$ cat src/rtl/rv32m_pkg.sv
// Shared RV32M decode constants, funct3 encodings and muldiv FSM states.
package rv32m_pkg;

    localparam logic [6:0] OPC_OP    = 7'b0110011;
    localparam logic [6:0] F7_MULDIV = 7'b0000001;

    localparam logic [2:0] F3_MUL    = 3'd0;
    localparam logic [2:0] F3_MULH   = 3'd1;
    localparam logic [2:0] F3_MULHSU = 3'd2;
    localparam logic [2:0] F3_MULHU  = 3'd3;
    localparam logic [2:0] F3_DIV    = 3'd4;
    localparam logic [2:0] F3_DIVU   = 3'd5;
    localparam logic [2:0] F3_REM    = 3'd6;
    localparam logic [2:0] F3_REMU   = 3'd7;

    localparam logic [1:0] S_IDLE = 2'd0;
    localparam logic [1:0] S_MUL  = 2'd1;
    localparam logic [1:0] S_DIV  = 2'd2;
    localparam logic [1:0] S_DONE = 2'd3;

    function automatic logic f3_is_mul(input logic [2:0] f3);
        return f3 inside {F3_MUL, F3_MULH, F3_MULHSU, F3_MULHU};
    endfunction

    function automatic logic f3_is_rem(input logic [2:0] f3);
        return f3 inside {F3_REM, F3_REMU};
    endfunction

    function automatic logic f3_div_signed(input logic [2:0] f3);
        return !(f3 inside {F3_DIVU, F3_REMU});
    endfunction

    // Operand sign-extension before the 33x33 multiply
    function automatic logic f3_a_signed(input logic [2:0] f3);
        return f3 inside {F3_MUL, F3_MULH, F3_MULHSU};
    endfunction

    function automatic logic f3_b_signed(input logic [2:0] f3);
        return f3 inside {F3_MUL, F3_MULH};
    endfunction

endpackage

$ cat src/rtl/ex_div_core.sv
// Restoring unsigned divider: one quotient bit per step, XLEN steps per divide.
module ex_div_core
    import rv32m_pkg::*;
#(
    parameter int unsigned XLEN = 32
) (
    input  logic            clk,
    input  logic            rstn,
    input  logic            load,
    input  logic            step,
    input  logic [XLEN-1:0] dividend,
    input  logic [XLEN-1:0] divisor,
    output logic            last,
    output logic [XLEN-1:0] quo_nxt_c,
    output logic [XLEN-1:0] rem_nxt_c
);

    localparam int unsigned CW = $clog2(XLEN);

    logic [XLEN-1:0] rem_q, rem_d, quo_q, quo_d, dvs_q, dvs_d;
    logic [CW-1:0]   cnt_q, cnt_d;
    logic [XLEN:0]   trial;
    logic [XLEN+1:0] diff;
    logic            unused_diff_bit;

    // Shift in the next dividend bit and try to subtract the divisor
    always_comb begin
        trial = {rem_q, quo_q[XLEN-1]};
        diff  = {1'b0, trial} - {2'b00, dvs_q};
        if (diff[XLEN+1]) begin
            rem_nxt_c = trial[XLEN-1:0];
            quo_nxt_c = {quo_q[XLEN-2:0], 1'b0};
        end else begin
            rem_nxt_c = diff[XLEN-1:0];
            quo_nxt_c = {quo_q[XLEN-2:0], 1'b1};
        end
    end

    // A kept difference is always below the divisor, so its top bit is zero
    assign unused_diff_bit = diff[XLEN];
    assign last            = (cnt_q == CW'(XLEN-1));

    always_comb begin
        rem_d = rem_q;
        quo_d = quo_q;
        dvs_d = dvs_q;
        cnt_d = cnt_q;
        if (load) begin
            rem_d = '0;
            quo_d = dividend;
            dvs_d = divisor;
            cnt_d = '0;
        end else if (step) begin
            rem_d = rem_nxt_c;
            quo_d = quo_nxt_c;
            cnt_d = cnt_q + CW'(1);
        end
    end

    always_ff @(posedge clk or negedge rstn) begin
        if (!rstn) begin
            rem_q <= '0;
            quo_q <= '0;
            dvs_q <= '0;
            cnt_q <= '0;
        end else begin
            rem_q <= rem_d;
            quo_q <= quo_d;
            dvs_q <= dvs_d;
            cnt_q <= cnt_d;
        end
    end

endmodule

$ cat src/rtl/ex_muldiv.sv
// EX-stage iterative RV32M unit: 1-cycle multiply, 32-step divide, stall to hazard unit.
module ex_muldiv
    import rv32m_pkg::*;
#(
    parameter int unsigned XLEN = 32
) (
    input  logic            clk,
    input  logic            rstn,
    input  logic            flush,
    input  logic [31:0]     ir_EX,
    input  logic [XLEN-1:0] op_a,
    input  logic [XLEN-1:0] op_b,
    output logic            stall_o,
    output logic            result_valid,
    output logic [XLEN-1:0] result,
    output logic            is_m
);

    localparam int unsigned PW = 2*XLEN + 2;
    localparam logic [XLEN-1:0] SMIN = {1'b1, {(XLEN-1){1'b0}}};

    logic [1:0]      state_q, state_d;
    logic [XLEN-1:0] a_q, a_d, b_q, b_d, result_q, result_d;
    logic [2:0]      f3_q, f3_d;
    logic            valid_q, valid_d;

    logic [2:0]      f3;
    logic            div_load, div_step, div_last;
    logic [XLEN-1:0] dvd_mag, dvs_mag, quo_nxt, rem_nxt;
    logic [PW-1:0]   mul_a, mul_b, prod;
    logic            unused_ok;

    assign f3   = ir_EX[14:12];
    assign is_m = (ir_EX[6:0] == OPC_OP) && (ir_EX[31:25] == F7_MULDIV);

    assign dvd_mag = (f3_div_signed(f3) && op_a[XLEN-1]) ? -op_a : op_a;
    assign dvs_mag = (f3_div_signed(f3) && op_b[XLEN-1]) ? -op_b : op_b;

    // Low PW bits of the product are exact for any mix of signed/unsigned operands
    assign mul_a = {{(XLEN+2){f3_a_signed(f3_q) & a_q[XLEN-1]}}, a_q};
    assign mul_b = {{(XLEN+2){f3_b_signed(f3_q) & b_q[XLEN-1]}}, b_q};
    assign prod  = mul_a * mul_b;

    assign unused_ok = ^{ir_EX[24:15], ir_EX[11:7], prod[PW-1:2*XLEN]};

    ex_div_core #(.XLEN(XLEN)) u_div (
        .clk       (clk),
        .rstn      (rstn),
        .load      (div_load),
        .step      (div_step),
        .dividend  (dvd_mag),
        .divisor   (dvs_mag),
        .last      (div_last),
        .quo_nxt_c (quo_nxt),
        .rem_nxt_c (rem_nxt)
    );

    always_comb begin
        state_d  = state_q;
        a_d      = a_q;
        b_d      = b_q;
        f3_d     = f3_q;
        result_d = '0;
        stall_o  = 1'b0;
        div_load = 1'b0;
        div_step = 1'b0;

        case (state_q)
            S_IDLE: begin
                if (is_m) begin
                    stall_o = 1'b1;
                    a_d     = op_a;
                    b_d     = op_b;
                    f3_d    = f3;
                    if (f3_is_mul(f3)) begin
                        state_d = S_MUL;
                    end else if (op_b == '0) begin
                        result_d = f3_is_rem(f3) ? op_a : '1;
                        state_d  = S_DONE;
                    end else if (f3_div_signed(f3) && op_a == SMIN && op_b == '1) begin
                        result_d = f3_is_rem(f3) ? '0 : SMIN;
                        state_d  = S_DONE;
                    end else begin
                        div_load = 1'b1;
                        state_d  = S_DIV;
                    end
                end
            end
            S_MUL: begin
                stall_o  = 1'b1;
                result_d = (f3_q == F3_MUL) ? prod[XLEN-1:0] : prod[2*XLEN-1:XLEN];
                state_d  = S_DONE;
            end
            S_DIV: begin
                stall_o  = 1'b1;
                div_step = 1'b1;
                // Sign fix-up applied to the final step's outputs so DONE shows the answer
                if (div_last) begin
                    state_d = S_DONE;
                    if (f3_is_rem(f3_q))
                        result_d = (f3_div_signed(f3_q) && a_q[XLEN-1]) ? -rem_nxt : rem_nxt;
                    else
                        result_d = (f3_div_signed(f3_q) && (a_q[XLEN-1] ^ b_q[XLEN-1]))
                                   ? -quo_nxt : quo_nxt;
                end
            end
            default: begin
                state_d = S_IDLE;
            end
        endcase

        if (flush) begin
            state_d  = S_IDLE;
            result_d = '0;
            stall_o  = 1'b0;
            div_load = 1'b0;
            div_step = 1'b0;
        end
        if (!rstn) begin
            stall_o = 1'b0;
        end

        valid_d = (state_d == S_DONE);
    end

    always_ff @(posedge clk or negedge rstn) begin
        if (!rstn) begin
            state_q  <= S_IDLE;
            a_q      <= '0;
            b_q      <= '0;
            f3_q     <= '0;
            result_q <= '0;
            valid_q  <= 1'b0;
        end else begin
            state_q  <= state_d;
            a_q      <= a_d;
            b_q      <= b_d;
            f3_q     <= f3_d;
            result_q <= result_d;
            valid_q  <= valid_d;
        end
    end

    assign result_valid = valid_q;
    assign result       = result_q;

endmodule

$ cat config.mk
export PLATFORM = sky130hd
export DESIGN_NAME = ex_muldiv
export DESIGN_NICKNAME = d
export VERILOG_FILES = /design/src/rtl/rv32m_pkg.sv /design/src/rtl/ex_div_core.sv /design/src/rtl/ex_muldiv.sv
export SDC_FILE = /design/constraint.sdc
export NUM_CORES = 2
export LEC_CHECK = 0
export CORE_MARGIN = 4
export CORE_UTILIZATION = 35
export DETAILED_ROUTE_END_ITERATION = 12
export HOLD_SLACK_MARGIN = 0.05
export SYNTH_ARGS = -nofsm -noshare
export SYNTH_HDL_FRONTEND = slang
export SYNTH_SLANG_ARGS = --single-unit
$ cat constraint.sdc
create_clock -name clk -period 19.3 [get_ports clk]
set_clock_uncertainty 0.05 [all_clocks]
set_input_delay 2.895 -clock clk [delete_from_list [all_inputs] [get_ports clk]]
set_output_delay 2.895 -clock clk [all_outputs]
set_load 0.01 [all_outputs]
### After elaboration in Yosys (flattened, before gate mapping)

Cells that the tools add are included.

* add/subtract/negate cells: 6
* bitwise logic cells: 3
* mux-type cells: 42
* reductions and logical operators: 23
* equality and inequality tests: 19
* multiply operators: 1

Operators with widths (count)
* two-way mux 32 bit: 19
* negation 32 bit: 4
* one-hot mux 32 bit (3 select lines): 1
* == test 32 bit, second input constant: 2
* multiplier 33 x 33 -> 64 bit: 1
* subtractor 33 x 32 -> 34 bit: 1
* logical NOT 32 bit: 1
* == test 3 bit, second input constant: 6
* two-way mux 1 bit: 14
* nonzero test 2 bit: 6
* two-way mux 5 bit: 2
* == test 3 x 2 -> 1 bit, second input constant: 3
* two-way mux 2 bit: 4
* == test 7 x 1 -> 1 bit, second input constant: 1
* == test 7 x 6 -> 1 bit, second input constant: 1
* logical AND 1 bit: 7
* == test 3 x 1 -> 1 bit, second input constant: 2
* logical NOT 3 bit: 2
* one-hot mux 2 bit (3 select lines): 1
* adder 5 x 1 -> 5 bit, second input constant: 1
* == test 5 bit, second input constant: 1
* == test 2 bit, second input constant: 2
* nonzero test 4 bit: 1
* nonzero test 3 bit: 1
* 8 further kinds: 10

* input port bits: 99
* register bits: 203

### Longest topological paths before layout

* depth in word-level cells: 12
* mapped depth: 35

### Cells and area by module

Synthesis repeated with hierarchy kept, for this count alone.

* cell total of the unflattened synthesis: 5961
* area total of the unflattened synthesis: 52305.2 µm²

By module, submodules not included
* ex_muldiv: times used 1, cells each 5191, area each 45651.3 µm²
* ex_div_core: times used 1, cells each 770, area each 6653.9 µm²

### Worst setup path after synthesis

No wires, ideal clock.

* kind: register -> register
* from: register a_q[31]
* to: register result_q[29] (netlist: result[29])
* path slack: 10.444 ns
* path buffers: 4
* clock period less this slack: 8.856 ns
* stages on the path, launching flop included: 32
* library setup time: 0.141 ns
* arrival time: 8.665 ns
* cells stage by stage: dfrtp_1 -> clkbuf_1 -> inv_1 -> a211oi_1 -> clkbuf_1 -> clkbuf_1 -> nand2_1 -> fa_1 -> fa_1 -> inv_1 -> fa_1 -> inv_1 -> fa_1 -> inv_1 -> fa_1 -> fa_1 -> fa_1 -> inv_1 -> fa_1 -> inv_1 -> ha_1 -> clkbuf_1 -> and3_1 -> a2111oi_0 -> a311oi_1 -> or3_1 -> o221ai_1 -> a311oi_1 -> nor2_1 -> o2bb2ai_1 -> nand3_1 -> o221ai_1

* word-level cells in the longest chain between the ends: 7

Ends and longest elaborated chain
* start, declared: line ex_muldiv.sv:23 `logic [XLEN-1:0] a_q, a_d, b_q, b_d, result_q, result_d;`
* start signal, assigned: line ex_muldiv.sv:129 `a_q <= '0;`
* start signal, assigned: line ex_muldiv.sv:136 `a_q <= a_d;`
* branches (longest 5 deep; another with multiplier 33 x 33 -> 64 bit)
* one-hot mux 32 bit (3 select lines) *: line ex_muldiv.sv:68 `case (state_q)`
* two-way mux 32 bit *: line ex_muldiv.sv:112 `if (flush) begin`
* named net result_d[29]: line ex_muldiv.sv:23
* end signal, assigned: line ex_muldiv.sv:139 `result_q <= result_d;`
* end, declared: line ex_muldiv.sv:23

Mark *: on every way through the listed nets, which the timed path passes.
A chain may end at the register's enable or synchronous reset.

### Final worst setup path

* from: register f3_q[2]
* to: register result_q[27] (netlist: result[27])

* word-level cells in the longest chain between the ends: 9

Ends and longest elaborated chain
* start, declared: line ex_muldiv.sv:24 `logic [2:0] f3_q, f3_d;`
* start signal, assigned: line ex_muldiv.sv:131 `f3_q <= '0;`
* start signal, assigned: line ex_muldiv.sv:138 `f3_q <= f3_d;`
* branches (longest 7 deep; another with multiplier 33 x 33 -> 64 bit)
* one-hot mux 32 bit (3 select lines) *: line ex_muldiv.sv:68
* two-way mux 32 bit *: line ex_muldiv.sv:112
* named net result_d[27]: line ex_muldiv.sv:23

Marks and branches as above.

==> flow_metrics.tcl <==
set metrics [dict create \
    drc 0 \
    cts_setup_buffers 0 \
    htreeDepth 1 \
    wl_mm 147.1 \
    placedCellCount 7813 \
    cap_violations 0 \
    hold_ws_ns 0.4293 \
    initial_core_util 0.3517 \
    layout_common_cells "1229 x inv_1, 1151 x nand2_1, 1126 x fa_1" \
    die_height_microns 393.2 \
    fillers 14910 \
    worstSetupPathType "reg2reg" \
    area_growth_pct 7.441 \
    final_core_util 0.3779 \
    cts-root-buf "clkbuf_16" \
    synth.yosys.seq_area_share 0.09781 \
    place_congestion 0.8985 \
    final-max-slew-violation-count 0 \
    holdCritPathClass "reg2reg" \
    synthArstFlopShare 1.000 \
    drive_gt1_frac 0.03004 \
    grt_pass1_wl_mm 239.1 \
    ant_nets 0 \
    syn_nets 7490 \
    p_per_area_mw_per_mm2 27.88 \
    clock_latency_ns 0.55 \
    synth_area_sq_mm 0.05194 \
    slew-limit-headroom 0.2419 \
    netlist_instances 6009 \
    core_sq_mm 0.1477 \
    grt_max_degree 77 \
    grt-ovfl-total 0 \
    cts_made_buffers 24 \
    total_power_mw 1.556 \
    arrival_ns 10.35 \
    power.leakage_nw 26.15 \
    seq_area_sq_mm 0.005086 \
    fin_setup_tns_ns 0 \
    synth_enable_flop_cells 0 \
    drtPass1Iterations 7 \
    tritoncts "yes" \
    yosys_warnings 0 \
    final_common_cell "inv_1" \
    outcome "finished clean" \
    hpwl_mm 119.2 \
    period_needed_ns 10.01 \
    cts.sinks 203 \
    ctsHoldBuffers 0 \
    num_rows 141 \
    cts_buffer_depth 3 \
    slowest_delay_ns 0.84 \
    start_kind "flop" \
    dr_total_vias 39910 \
    grt.total_usage 0.1947 \
    grt_pass1_vias 42620 \
    die_area_sq_mm 0.1546 \
    multi_input_comb_area_sq_mm 0.04101 \
    required_ns 19.64 \
    synth-main-ff-cell "dfrtp_1" \
    antenna_found_initial 4 \
    syn-mean-instance-area_sq_um 8.643 \
    max_freq_mhz 99.89 \
    cp_top_family "adder cells" \
    drt_iter0_drc 2436 \
    post_layout_nonfiller_instances 7858 \
    clk_pin_slew_ns 0.06 \
    synth.distinct_cells 81 \
    timing.critical_path.mode_cell "fa_1" \
    hold_violations 0 \
    grt_setup_unrepaired "false" \
    wl_per_cell_microns 18.72 \
    fin_nets 7390 \
    crit_path_top_delay_cell "fa_1" \
    crit_path_end_kind "flop" \
    die_w_microns 393.2 \
    ir_drop_v 0.00007195 \
    ctsResizeCount 0 \
    crit_fanout 31 \
    worst-slew-pin-transition_ns 1.133 \
    ys_ff_latch 203 \
    viasPerCell 5.078 \
    worst-path-buf-inv 6 \
    fin_crit_sh 0.5187 \
    setup_viol 0 \
    io_pins 134 \
    portBuffers 118 \
]
## registers in the layout, summed over array words and instances, names as in the netlist
register / flops
u_div.cnt_q: 5
b_q: 32
u_div.dvs_q: 32
a_q: 32
f3_q: 3
state_q: 2
u_div.quo_q: 32
result: 32
u_div.rem_q: 32
result_valid: 1
## kinds of logic after synthesis
group                    after synthesis  synth area share
XOR/XNOR                             218           0.03676
AO/OA/AOI/OAI                        662           0.07880
AND/OR/NAND/NOR                     1929            0.1679
adder cells (fa/ha/maj)             1382            0.4957
buffers and inverters               1565            0.1133
flip-flops                           203           0.09781
multiplexers                          50          0.009684
## metrics by stage
step | setup slack [ns] | instance area, sq um
after floorplan | 10.44 | 51940
after global placement | 9.502 | 55000
after detailed placement | 9.334 | 55000
after CTS | 9.304 | 55800
after global routing | 8.799 | 55800
final | 9.289 | 55800
## path summary, 6_finish.rpt
path / slack (ns) / start / to / cells past startpoint
setup / recovery: 9.29 / f3_q[2] / result[27] / 26
hold / removal: 0.43 / a_q[21] / a_q[21] / 2
setup reg to reg: 9.29 / f3_q[2] / result[27] / 26
hold reg to reg: 0.43 / a_q[21] / a_q[21] / 2
max in group asynchronous: 14.92 / rstn / a_q[6] / 3
min in group asynchronous: 2.18 / rstn / u_div.dvs_q[10] / 1
## where the power goes
part           switching (mW)  internal [mW]
Sequential             0.0572          0.459
Combinational           0.350          0.223
Clock                   0.194          0.272
Total                   0.601          0.954
## layer usage
metal  vias to the layer above  global-route usage  part of all wire
met5                         -                   0                 0
met2                      1135              0.3347              0.49
met3                       207             0.02139             0.053
met4                         0             0.05318             0.033
met1                     20720              0.2612              0.43
li1                      17840                   -                 -
## cell usage after synthesis, types with 45 or more instances
cell	instances	share of area
a21oi_1	168	0.016
o21ai_0	218	0.021
a21o_1	48	0.0069
nand2_1	1152	0.083
mux2i_1	48	0.0093
and2_1	318	0.038
dfrtp_1	203	0.098
nor3_1	45	0.0043
fa_1	1126	0.43
nor2_1	198	0.014
clkbuf_1	322	0.023
xor2_1	90	0.015
xnor2_1	128	0.022
ha_1	256	0.062
inv_1	1229	0.089
## worst reg2reg max path, cell delays in order (launching register included)
cell and delay [ns]:
dfrtp_1 0.50, a211oi_4 0.24, buf_4 0.43, nand2_1 0.22, fa_1 0.59, fa_1 0.51
inv_1 0.07, fa_1 0.79, inv_1 0.29, fa_1 0.84, inv_1 0.40, fa_1 0.57
fa_1 0.50, fa_1 0.49, inv_1 0.05, fa_1 0.47, inv_1 0.04, ha_1 0.37
and3_1 0.28, a2111oi_0 0.46, a311oi_1 0.17, or3_1 0.38, o221ai_1 0.39, a311oi_1 0.19
nor2_1 0.19, xor2_1 0.28, o211ai_1 0.12
## layout make-up
class,instances,share of cell area
flip-flops and latches,203,0.09114
well taps,1930,0.04327
inverters,1229,0.08267
diodes,3,0.0001345
clock inverters,6,0.001278
multi-input cells,4241,0.7349
clock buffers,36,0.01300
repair buffers,210,0.03363
(Power assumes the default switching activity.)
